==> src/rtl/cache_mem_arbiter.sv <==
// rtl/cache_mem_arbiter.sv - shares one memory port between the i-cache and d-cache miss paths
// One transaction at a time, round-robin on simultaneous requests, one turnaround cycle after each.
module cache_mem_arbiter #(
  parameter int A_WIDTH = 32,
  parameter bit D_FIRST = 1'b1
) (
  input  logic               clk,
  input  logic               clrn,
  input  logic [A_WIDTH-1:0] i_a,
  input  logic               i_strobe,
  output logic [31:0]        i_dout,
  output logic               i_ready,
  input  logic [A_WIDTH-1:0] d_a,
  input  logic [31:0]        d_din,
  input  logic               d_we,
  input  logic               d_strobe,
  output logic [31:0]        d_dout,
  output logic               d_ready,
  output logic [A_WIDTH-1:0] m_a,
  output logic [31:0]        m_din,
  output logic               m_we,
  output logic               m_strobe,
  input  logic [31:0]        m_dout,
  input  logic               m_ready
);

  typedef enum logic [1:0] {IDLE, GNT_I, GNT_D, DONE} state_t;

  state_t             state, state_nxt;
  logic               last_d, last_d_nxt;
  logic               grant_d;
  logic [A_WIDTH-1:0] a_nxt;
  logic [31:0]        din_nxt;
  logic               we_nxt;

  // last_d = 1 means the data side won the most recent tie
  always_ff @(posedge clk or negedge clrn) begin
    if (!clrn) begin
      state  <= IDLE;
      last_d <= ~D_FIRST;
      m_a    <= '0;
      m_din  <= '0;
      m_we   <= 1'b0;
    end else begin
      state  <= state_nxt;
      last_d <= last_d_nxt;
      m_a    <= a_nxt;
      m_din  <= din_nxt;
      m_we   <= we_nxt;
    end
  end

  always_comb begin
    state_nxt  = state;
    last_d_nxt = last_d;
    a_nxt      = m_a;
    din_nxt    = m_din;
    we_nxt     = m_we;
    grant_d    = 1'b0;
    m_strobe   = 1'b0;
    i_ready    = 1'b0;
    d_ready    = 1'b0;
    case (state)
      IDLE: begin
        if (i_strobe || d_strobe) begin
          grant_d = d_strobe & (~i_strobe | ~last_d);
          if (i_strobe && d_strobe) last_d_nxt = grant_d;
          if (grant_d) begin
            a_nxt     = d_a;
            din_nxt   = d_din;
            we_nxt    = d_we;
            state_nxt = GNT_D;
          end else begin
            a_nxt     = i_a;
            din_nxt   = 32'd0;
            we_nxt    = 1'b0;
            state_nxt = GNT_I;
          end
        end
      end
      GNT_I: begin
        m_strobe = 1'b1;
        if (m_ready) begin
          i_ready   = 1'b1;
          state_nxt = DONE;
        end
      end
      GNT_D: begin
        m_strobe = 1'b1;
        if (m_ready) begin
          d_ready   = 1'b1;
          state_nxt = DONE;
        end
      end
      DONE:    state_nxt = IDLE;
      default: state_nxt = IDLE;
    endcase
  end

  // Both sides see memory data at all times; only ready is owner-qualified
  assign i_dout = m_dout;
  assign d_dout = m_dout;

endmodule

==> config.mk <==
export PLATFORM = sky130hd
export DESIGN_NAME = cache_mem_arbiter
export DESIGN_NICKNAME = d
export VERILOG_FILES = /design/src/rtl/cache_mem_arbiter.sv
export SDC_FILE = /design/constraint.sdc
export NUM_CORES = 1
export LEC_CHECK = 0
export ABC_AREA = 1
export BUFFER_PORTS_ARGS = -buffer_cell sky130_fd_sc_hd__buf_2
export CAP_MARGIN = 40
export CORE_AREA = 5 5 101 103
export DETAILED_ROUTE_END_ITERATION = 10
export DIE_AREA = 0 0 106 108
export GPL_TIMING_DRIVEN = 0
export PLACE_DENSITY = 0.81
export SLEW_MARGIN = 20
export SYNTH_ARGS = -nofsm -noshare
export SYNTH_HDL_FRONTEND = slang
export SYNTH_SLANG_ARGS = --single-unit
==> constraint.sdc <==
create_clock -name clk -period 3.6 [get_ports clk]
set_input_delay 0.72 -clock clk [delete_from_list [all_inputs] [get_ports clk]]
set_output_delay 0.72 -clock clk [all_outputs]
set_load 0.005 [all_outputs]
# [Yosys cells after proc, flatten, opt, wreduce, memory -nomap -nowiden]
# Cells that the tools add are included.
[classes] bitwise_logic=4 n_eq_ne=5 muxes=11 reduce_logical=7
[op_table] cell="32-bit 2-to-1 mux" count=2
[op_table] cell="2-bit 2-to-1 mux" count=3
[op_table] cell="2-bit one-hot mux with 3 select lines" count=1
[op_table] cell="1-bit 2-to-1 mux" count=5
[op_table] cell="2-bit equality test (second input constant)" count=2
[op_table] cell="2-bit AND reduction" count=2
[op_table] cell="3-bit AND reduction" count=1
[op_table] cell="2-bit by 1-bit equality test with 1-bit output (second input constant)" count=1
[op_table] cell="2-bit logical NOT" count=1
[op_table] cell="2-bit by 1-bit != test with 1-bit output (second input constant)" count=1
[op_table] cell="2-bit != test (second input constant)" count=1
[op_table] cell="1-bit inverter" count=2
[op_table] cell="2-bit OR reduction" count=1
[op_table] cell="1-bit AND" count=1
[op_table] cell="1-bit logical AND" count=1
[op_table] cell="1-bit logical OR" count=1
[op_table] cell="1-bit bitwise OR" count=1
[word_totals] input_bits=134 reg_bits=68 word_cells=32

# [Logic depth before layout (Yosys ltp)]
[logic_depth] ltp_word=6 depth_mapped=9

# [Least setup slack after synthesis]
# OpenSTA, ideal clock, no wires.
[synth_path] kind="input to register" startpoint="input d_strobe" endpoint="register m_a[0]" slack_ps=2042 t_arrival_ps=1441 path_stages=8 cell_sequence="buf_4 > nor2_4 > nor2_4 > inv_2 > buf_4 > buf_6 > nand2_1 > nand2_1"
[synth_between] elab_chain_len=2
[synth_lines] element="start: declaration" line="16" rtl="input logic d_strobe,"
[synth_lines] element="1-bit AND / 1-bit logical OR (equally long branches)" line="66, 65"
[synth_lines] element="32-bit 2-to-1 mux / 2-bit AND reduction (equally long branches)"
[synth_lines] element="end signal: assignment" line="47" rtl="m_a <= a_nxt;"
[synth_lines] element="end: declaration" line="19" rtl="output logic [A_WIDTH-1:0] m_a,"
# Several ways; a longest one is shown, not always the timed one.
# A chain may end at the register's enable or synchronous reset.

# [Worst setup path in the final report]
[layout_path] startpoint="register state[0]" endpoint="output m_strobe"
[layout_between] elab_chain_len=3
[layout_lines] element="start: declaration" line="29" rtl="state_t state, state_nxt;"
[layout_lines] element="start signal: assignment" line="45" rtl="state <= state_nxt;"
[layout_lines] element="2-bit equality test / 2-bit by 1-bit equality test with 1-bit output (equally long branches)" line="63" rtl="case (state)"
[layout_lines] element="2-bit OR reduction (no source line) (*)"
[layout_lines] element="1-bit 2-to-1 mux (*)" line="63"
[layout_lines] element="end: declaration" line="22" rtl="output logic m_strobe,"
# Every way passes the cells marked *; elsewhere a longest branch is shown, timed or not.

==> run metrics <==
global-route wire length before repair=18,650 um; number of hold violations in the final report=0; total non-filler cell area in the finished layout=5349 sq um; class of the tightest hold or removal check=in2async; main combinational cell family by area after synthesis=simple AND/OR/NAND/NOR gates; power density normalized to cell area=670.2 nW/um^2; data required time at the worst endpoint=2.88 ns; final total negative setup slack=0 ns; antenna violations before repair=0; Antenna Violating Nets Remaining=0; cell total after placement=827; RD Place Congestion=0.7909; type of the worst setup path=reg2out; vias in the first global route=3,981; final routed DRC violation total=0; share of synthesized cell area in and, or, nand and nor gates=0.3297; mux cell area share after synthesis=0; DRT Pass-1 Iters=4; cells traversed along the worst timing path=inv_1 > ha_1 > buf_2; total power after layout=3.585 mW; CTS max path bufs=2; CTS tree=done; Post-Synthesis Net Count=621; Layout Cells excl Fill=843; number of distinct library cell variants in the gate-level netlist after synthesis=18; share of the clock period used by the worst path=0.5583; IO Port Bufs=232; Skew-Pair Late Insertion Delay=0.34 ns; maximum clock frequency=497.5 MHz; buffer count from post-CTS setup fixing=0; Initial DRC Count=144; per-instance average area after synthesis=7.857 sq um; Final Routed Wirelength=11,740 um; Die Height=108 um; final net count=865; WL/cell=13.93 um; Syn. warnings=0; outcome=finished clean; clock tree skew after final layout=0.01497 ns; commonest non-fill, non-tap cell in the layout=sky130_fd_sc_hd__buf_2; total clock buffers created by CTS=9; number of flip-flops and latches in the synthesized netlist=68; post-synthesis cell count=483; std cell rows=35; Setup crit start kind=flop; synthesized-area fraction occupied by xor and xnor cells=0; hold buffers post-CTS=0; Clk Tree Root Cell=sky130_fd_sc_hd__clkbuf_8; Tot GR Track Use=0.2004; critical path buffer and inverter count=2; family with the most delay on the worst path=flip-flops; compound-gate portion of the synthesized area=0.002638; Final min period=2.010 ns; Slowest cell on crit path=sky130_fd_sc_hd__dfrtp_1; Resized Gates After CTS=0; commonest cells after routing, fill and taps aside=sky130_fd_sc_hd__buf_2, sky130_fd_sc_hd__nand2_1, sky130_fd_sc_hd__buf_4, sky130_fd_sc_hd__dfrtp_1, sky130_fd_sc_hd__inv_1; count of endpoints failing setup in the final report=0; longest individual stage delay on the worst path=0.40 ns; area added between synthesis and finish=40.95%; grt total ovfl=0; clk slew on worst S/H paths=0.09 ns; depth of the CTS H-tree=3; total cell area at the placement stage=5117 sq um; vias=3,861; Diodes inserted=0; Die Area=11,450 sq um; clock tree sinks=68; element type at the critical path end=output port; VDD IR max=0.3716 mV; half-perimeter wire length after detailed placement=9551 um; slew at the pin closest to its max-slew limit=0.4613 ns; netlist area before placement=3795 sq um; die width=106 um; Crit Path Max Fanout=3; fraction of the mapped netlist area in adder cells=0.01319; post-route core utilization=0.5872; effective utilization at floorplan=0.4166; maximum number of pins on one net before global-route repair=37; Crit path arrival time=1.29 ns; number of slew-limit violations in the final report=0; max capacitance violation total=0; register area share after synthesis=0.4484; I/O pins=266; layout cell share with drive strength beyond 1=0.4617; leakage=3.324 nW; remaining max-slew budget at the tightest pin=0.6925; Core Box Area=9109 sq um; vias per std cell=4.580; setup repair after global routing missed its margin=no
-- area by class of cell --
class | instances | area (sq um)
repair buffers | 233 | 1184
inverters | 40 | 150.1
fillers | 841 | 3760
well taps | 111 | 138.9
clock buffers | 10 | 137.6
clock inverters | 6 | 93.84
flip-flops and latches | 68 | 1702
plain buffers | 87 | 631.9
multi-input cells | 288 | 1311
-- where the power goes --
part	switching (mW)	total [mW]	internal, mW	leakage [nW]
combinational	0.871	1.57	0.702	2.36
sequential	0.178	1.28	1.11	0.854
clock	0.312	0.728	0.417	0.114
-- registers in the layout, summed over array words and instances, names as in the netlist --
name and flops:
last_d 1, m_a 32, m_din 32, m_we 1, state 2
-- cell families after synthesis --
logic type,Yosys count
AND/OR/NAND/NOR,282
buffers and inverters,127
flip-flops,68
adder cells (fa/ha/maj),4
AO/OA/AOI/OAI,2
-- Yosys cell counts, drive strengths merged --
master | number | share of area
a21oi | 1 | 0.0013
dfrtp | 68 | 0.45
nor2 | 4 | 0.0099
inv | 40 | 0.040
buf | 83 | 0.16
nand3b | 32 | 0.063
o21ai | 1 | 0.0013
nand3 | 34 | 0.045
nand2 | 211 | 0.21
or2 | 1 | 0.0016
ha | 4 | 0.013
clkbuf | 4 | 0.0040
-- per-stage QoR --
stage / hold slack (ns) / worst slack [ns]
after floorplan: 0.4244 / 2.042
after global placement: 0.4570 / 1.484
after detailed placement: 0.4598 / 1.647
after CTS: 0.3075 / 1.581
after global routing: 0.3266 / 1.539
final: 0.3046 / 1.590
-- final timing paths --
path	slack, ns	to	cells past startpoint	from
worst max-delay path	1.59	m_strobe	3	state[0]
worst min-delay path	0.30	m_din[8]	1	clrn
worst max register to register	1.92	m_din[5]	9	state[0]
worst min register to register	0.47	m_din[20]	2	m_din[20]
max in group asynchronous	2.74	state[1]	2	clrn
min in group clk	0.47	m_din[20]	2	m_din[20]
-- layer usage --
metal  vias to the layer above  share of wire  wire (um)  global-route usage
li1                       1893              -          -                   -
met1                      1764           0.38       4473              0.2253
met2                       192           0.52       6075              0.3693
met3                        12          0.091       1065             0.05612
met4                         0          0.011        130             0.06105
met5                         -              0          0                   0
-- worst reg2reg max path, delay by kind of cell, from the launching register on --
| family | cells | cell delay [ns] |
|---|---|---|
| flip-flops | 1 | 0.42 |
| AND/OR/NAND/NOR | 3 | 0.33 |
| adder cells (fa/ha/maj) | 1 | 0.24 |
| buffers and inverters | 5 | 0.59 |
(Power assumes the default switching activity.)
